===== src/rtl/qdrain_pkg.sv =====
// Shared definitions for the queue drain controller: M-field layout helpers and
// the output-buffer occupancy encoding. Build option: QDRAIN_WAKE_BYPASS_EN (see top).
package qdrain_pkg;

  // The pending flag sits in the MSB of the M field.
  function automatic int pend_bit(input int m_width);
    return m_width - 1;
  endfunction

  // While pending, the remaining M bits carry a tag. Once resolved, they carry the value.
  function automatic int tag_width(input int m_width);
    return m_width - 1;
  endfunction

  typedef enum logic [1:0] {
    BUF_EMPTY = 2'd0,
    BUF_ONE   = 2'd1,
    BUF_FULL  = 2'd2
  } buf_cnt_e;

endpackage


===== src/rtl/qdrain_wake_slice.sv =====
// One M-field wakeup comparator: rewrites a pending M field when the broadcast tag matches.
module qdrain_wake_slice
  import qdrain_pkg::*;
#(
  parameter int M_WIDTH = 8
) (
  input  logic [M_WIDTH-1:0] old_m,
  input  logic               bcast_valid,
  input  logic [M_WIDTH-2:0] bcast_tag,
  input  logic [M_WIDTH-2:0] bcast_val,
  output logic [M_WIDTH-1:0] new_m,
  output logic               modify
);

  localparam int PEND  = pend_bit(M_WIDTH);
  localparam int TAG_W = tag_width(M_WIDTH);

  always_comb begin
    modify = bcast_valid && old_m[PEND] && (old_m[TAG_W-1:0] == bcast_tag);
    new_m  = modify ? {1'b0, bcast_val} : old_m;
  end

endmodule


===== src/rtl/queue_drain_ctrl.sv =====
// Drains the M/N queue head once its M field is resolved, into a 2-entry output buffer,
// and applies result-tag wakeups in place. Build option: QDRAIN_WAKE_BYPASS_EN.
module queue_drain_ctrl
  import qdrain_pkg::*;
#(
  parameter int M_WIDTH   = 8,
  parameter int N_WIDTH   = 8,
  parameter int Q_LENGTH  = 16,
  parameter int CNT_WIDTH = 16
) (
  input  logic                        clk,
  input  logic                        clr,
  input  logic                        q_empty,
  input  logic [M_WIDTH+N_WIDTH-1:0]  q_dout,
  input  logic [M_WIDTH*Q_LENGTH-1:0] q_old_m_vector,
  output logic                        q_rd,
  output logic [M_WIDTH*Q_LENGTH-1:0] q_new_m_vector,
  output logic [Q_LENGTH-1:0]         q_modify_vector,
  input  logic [M_WIDTH-1:0]          wr_m_in,
  output logic [M_WIDTH-1:0]          wr_m_out,
  input  logic                        bcast_valid,
  input  logic [M_WIDTH-2:0]          bcast_tag,
  input  logic [M_WIDTH-2:0]          bcast_val,
  output logic                        out_valid,
  input  logic                        out_ready,
  output logic [M_WIDTH+N_WIDTH-1:0]  out_data,
  output logic [CNT_WIDTH-1:0]        head_wait_cnt
);

  localparam int PEND  = pend_bit(M_WIDTH);
  localparam int DATA_W = M_WIDTH + N_WIDTH;

  for (genvar i = 0; i < Q_LENGTH; i++) begin : g_slot
    qdrain_wake_slice #(.M_WIDTH(M_WIDTH)) u_slice (
      .old_m       (q_old_m_vector[i*M_WIDTH +: M_WIDTH]),
      .bcast_valid (bcast_valid),
      .bcast_tag   (bcast_tag),
      .bcast_val   (bcast_val),
      .new_m       (q_new_m_vector[i*M_WIDTH +: M_WIDTH]),
      .modify      (q_modify_vector[i])
    );
  end

  // The queue's load wins over modify on the same slot, so the incoming M is fixed here.
  logic [M_WIDTH-1:0] wr_fix_m;
  logic               wr_fix_hit;

  qdrain_wake_slice #(.M_WIDTH(M_WIDTH)) u_wr_fix (
    .old_m       (wr_m_in),
    .bcast_valid (bcast_valid),
    .bcast_tag   (bcast_tag),
    .bcast_val   (bcast_val),
    .new_m       (wr_fix_m),
    .modify      (wr_fix_hit)
  );

  assign wr_m_out = wr_fix_hit ? wr_fix_m : wr_m_in;

  logic [M_WIDTH-1:0] head_m;
  logic               head_pending;
  logic               eligible;
  logic               blocked;
  logic [DATA_W-1:0]  push_data;

  assign head_m       = q_dout[DATA_W-1 -: M_WIDTH];
  assign head_pending = head_m[PEND];

`ifdef QDRAIN_WAKE_BYPASS_EN
  // A head woken by this cycle's broadcast is popped right away, carrying the fresh value.
  logic head_hit;
  assign head_hit  = bcast_valid && head_pending && (head_m[M_WIDTH-2:0] == bcast_tag);
  assign eligible  = !q_empty && (!head_pending || head_hit);
  assign blocked   = !q_empty && head_pending && !head_hit;
  assign push_data = head_hit ? {1'b0, bcast_val, q_dout[N_WIDTH-1:0]} : q_dout;
`else
  assign eligible  = !q_empty && !head_pending;
  assign blocked   = !q_empty && head_pending;
  assign push_data = q_dout;
`endif

  buf_cnt_e          count, count_next;
  logic [DATA_W-1:0] buf0, buf1, buf0_next, buf1_next;
  logic              pop;

  assign out_valid = (count != BUF_EMPTY);
  assign out_data  = buf0;
  assign pop       = out_valid && out_ready;
  assign q_rd      = !clr && eligible && ((count != BUF_FULL) || out_ready);

  always_ff @(posedge clk) begin
    if (clr) begin
      count         <= BUF_EMPTY;
      buf0          <= '0;
      buf1          <= '0;
      head_wait_cnt <= '0;
    end else begin
      count <= count_next;
      buf0  <= buf0_next;
      buf1  <= buf1_next;
      if (blocked && (head_wait_cnt != '1))
        head_wait_cnt <= head_wait_cnt + CNT_WIDTH'(1);
    end
  end

  // buf0 is always the oldest entry. A simultaneous push and pop shifts buf1 forward.
  always_comb begin
    count_next = count;
    buf0_next  = buf0;
    buf1_next  = buf1;
    unique case ({q_rd, pop})
      2'b10: begin
        if (count == BUF_EMPTY) begin
          buf0_next  = push_data;
          count_next = BUF_ONE;
        end else if (count == BUF_ONE) begin
          buf1_next  = push_data;
          count_next = BUF_FULL;
        end
      end
      2'b01: begin
        buf0_next  = buf1;
        count_next = (count == BUF_FULL) ? BUF_ONE : BUF_EMPTY;
      end
      2'b11: begin
        if (count == BUF_FULL) begin
          buf0_next = buf1;
          buf1_next = push_data;
        end else begin
          buf0_next = push_data;
        end
      end
      default: ;
    endcase
  end

endmodule


===== config.mk =====
export PLATFORM = sky130hd
export DESIGN_NAME = queue_drain_ctrl
export DESIGN_NICKNAME = d
export VERILOG_FILES = /design/src/rtl/qdrain_pkg.sv /design/src/rtl/qdrain_wake_slice.sv /design/src/rtl/queue_drain_ctrl.sv
export SDC_FILE = /design/constraint.sdc
export NUM_CORES = 1
export LEC_CHECK = 0
export CAP_MARGIN = 10
export CORE_ASPECT_RATIO = 1.5
export CORE_MARGIN = 1.5
export CORE_UTILIZATION = 30
export DETAILED_ROUTE_END_ITERATION = 8
export PLACE_DENSITY = 0.63
export RECOVER_POWER = 100
export SLEW_MARGIN = 20
export SYNTH_ARGS = -nofsm -noshare
export SYNTH_HDL_FRONTEND = slang
export SYNTH_SLANG_ARGS = --single-unit

===== constraint.sdc =====
create_clock -name clk -period 2.6 [get_ports clk]
set_input_delay 0.26 -clock clk [delete_from_list [all_inputs] [get_ports clk]]
set_output_delay 0.26 -clock clk [all_outputs]
set_load 0.05 [all_outputs]

==> reports/metrics.yaml, run 1 <==
final_layout:
  nets: 1192
  fin_util_pct: 51.2
  area.growth.synth_to_final_pct: 67.8
  fin_cells: 1295
  drive_gt1_share_pct: 34.5
  final_common_cell: "clkdlybuf4s50_1"
  final_cell_mix: "161 x clkdlybuf4s50_1, 120 x buf_4, 99 x mux2_4"
logic_synthesis:
  synthXorXnorAreaFrac_pct: 16.9
  yosys_warnings: 0
  synth_compound_area_share_pct: 7.27
  synth_area_um2: 6230
  seq_area_frac_synth_pct: 16.1
  yosys.area_share.simple_pct: 16.9
  yosys.cell_types.count: 44
  synth.avg_cell_area_um2: 9.63
  synth_cells: 647
  syn_nets: 822
  synth_top_family_by_area: "multiplexers"
  muxShareOfSynthArea_pct: 31.8
  synth-seq-cells: 50
  synth_fa_ha_area_share_pct: 0.803
cts:
  cts-root-buf: "clkbuf_16"
  h-tree-depth: 2
  insertion_delay_ns: 0.29
  cts_buffer_depth: 2
  tritoncts: "yes"
  numCtsBuffers: 5
  cts_num_sinks: 50
  clkTransAtPathRegs_ns: 0.06
sta:
  drv_slew: 0
  finalSetupViolations: 0
  tns_ns: 0
  worstMarginPinSlew_ns: 0.622
  layout_min_cycle_time_ns: 2.56
  grt_setup_unrepaired: "false"
  fmax_ghz: 0.390
  relSlewSlack_pct: 58.7
  finClkSkew_ns: 0.00430
  fin_ws_ns: 0.0385
  final-hold-violation-count: 0
  period_share_pct: 98.5
grt:
  grt_pass1_vias: 6672
  grt.total_usage_pct: 26.1
  grt_first_pass_wirelength_mm: 42.3
  grt_overflow_total: 0
  antenna_found_initial: 19
  grt_max_degree: 55
floorplanning:
  core_area_um2: 20400
  start_util_pct: 30.5
  rows: 64
  dieArea_um2: 21700
  fp.dieW_um: 121
  die_h_um: 179
  ios: 357
route:
  drt_iter0_markers: 195
  drtPass1Iterations: 5
  ant_nets: 0
  wire_per_inst_um: 22.8
  post-route-drc-count: 0
  wl_mm: 29.6
  avgViaCountPerCell: 5.01
  vias: 6492
setup_path:
  crit_type: "in -> out"
  critPathMaxFanout: 8
  worst_ep_required_time_ns: 2.34
  cp.arrival_ns: 2.30
  worstSetupEndpointType: "output pin"
  start_kind: "input port"
placed_design:
  pre_cts_slack_ns: -0.193
  portBuffers: 356
  hpwl_mm: 23.3
  placed_cells: 1267
  place_congestion: 0.892
power:
  leakagePower_nw: 4.71
  p_total_mw: 4.47
  vdd_drop_max_v: 0.000633
  power_density_nw_per_um2: 428
outcome:
  outcome: "completed"
worst_hold_path:
  min_path_type: "reg -> reg"
job:
  max_cap_violations: 0
registers in the layout, summed over array words and instances, names as in the netlist:
name	count
out_data	16
head_wait_cnt	16
count	2
buf1	16
report_power, final:
group | internal [mW] | switching (mW)
Clock | 0.382 | 0.288
Sequential | 0.900 | 0.0790
Combinational | 1.14 | 1.68
metal layers:
| metal | track usage, % | part of all wire (%) | vias up |
|---|---|---|---|
| met1 | 25.7 | 35 | 3029 |
| li1 | - | - | 3059 |
| met4 | 9.27 | 2.8 | 12 |
| met2 | 46.8 | 50 | 329 |
| met3 | 13.0 | 13 | 63 |
| met5 | 0 | 0.30 | - |
logic make-up (layout without fill, tap and decap cells):
logic type,after synthesis,after routing
simple gates,183,183
compound gates,66,66
fa+ha+maj,4,4
xor+xnor,120,120
flops,50,50
mux,138,138
buf+inv,86,457
other cells,0,13
what timing repair did:
action                     4_1_cts  5_1_grt
setup endpoints to repair      119       93
resized for setup               11       10
hold buffers                     0        0
buffers inserted                 1        0
cloned                           5        1
cell usage after synthesis:
master | instances | area (um^2)
a211oi_1 | 16 | 120
a21o_1 | 2 | 15.0
a21oi_1 | 13 | 65.1
a22oi_1 | 17 | 128
and2_1 | 14 | 87.6
and2_2 | 3 | 22.5
and3_1 | 1 | 6.26
and4_1 | 2 | 17.5
buf_1 | 1 | 3.75
buf_12 | 2 | 40.0
buf_2 | 6 | 30.0
buf_4 | 21 | 158
buf_6 | 24 | 270
buf_8 | 2 | 30.0
clkbuf_1 | 15 | 56.3
dfxtp_1 | 50 | 1000
ha_1 | 4 | 50.1
inv_1 | 15 | 56.3
mux2_2 | 3 | 33.8
mux2_4 | 119 | 1790
mux2i_1 | 16 | 160
nand2_1 | 19 | 71.3
nand2b_1 | 2 | 12.5
nand3_1 | 21 | 105
nand3b_1 | 1 | 7.51
nand4_1 | 21 | 131
nand4_2 | 1 | 12.5
nand4b_1 | 7 | 61.3
nor2_1 | 42 | 158
nor2b_1 | 5 | 31.3
nor3_1 | 2 | 10.0
nor4_1 | 7 | 43.8
nor4_2 | 1 | 12.5
nor4b_1 | 3 | 26.3
nor4bb_1 | 3 | 30.0
o21ai_0 | 10 | 50.1
o21ai_1 | 1 | 5.00
o31ai_1 | 5 | 37.5
o41ai_2 | 2 | 32.5
or2_2 | 1 | 6.26
or3_1 | 5 | 31.3
or4_1 | 22 | 165
xnor2_1 | 85 | 744
xor2_1 | 35 | 307
final timing paths:
| path | startpoint | end | slack (ns) | cells after the start |
|---|---|---|---|---|
| worst max-delay path | bcast_tag[3] | q_new_m_vector[69] | 0.04 | 7 |
| worst min-delay path | buf1[15] | buf1[15] | 0.45 | 2 |
| worst max register to register | head_wait_cnt[0] | head_wait_cnt[1] | 0.29 | 6 |
| worst min register to register | buf1[15] | buf1[15] | 0.45 | 2 |
stage by stage:
stage          hold WS (ns)  instance area [um^2]
2_1_floorplan         0.404                  6230
3_3_place_gp          0.440                 10400
3_5_place_dp          0.451                 10400
4_1_cts               0.460                 10700
5_1_grt               0.482                 10400
6_report              0.455                 10500
critical path, cell delays in order:
cell,delay [ns]
dlygate4sd2_1,0.31
bufbuf_16,0.32
xor2_1,0.16
or4_4,0.55
clkbuf_2,0.16
mux2_1,0.37
buf_12,0.17
final cells by class:
class,count,area [um^2]
fill,1990,9970
antenna,13,32.5
sequential,50,1000
timing repair buffer,434,4340
clock inverter,1,5.00
inverter,15,56.3
tap,264,330
clock buffer,7,143
multi-input combinational,511,4540
Note: power is estimated with default switching activity, not from simulation.
==> inputs of run 2 (changes only) <==
CTS_CLUSTER_DIAMETER = 50   (was not set)
==> results of run 2 <==
The final DEF is identical to that of run 1; final timing and power are the same.
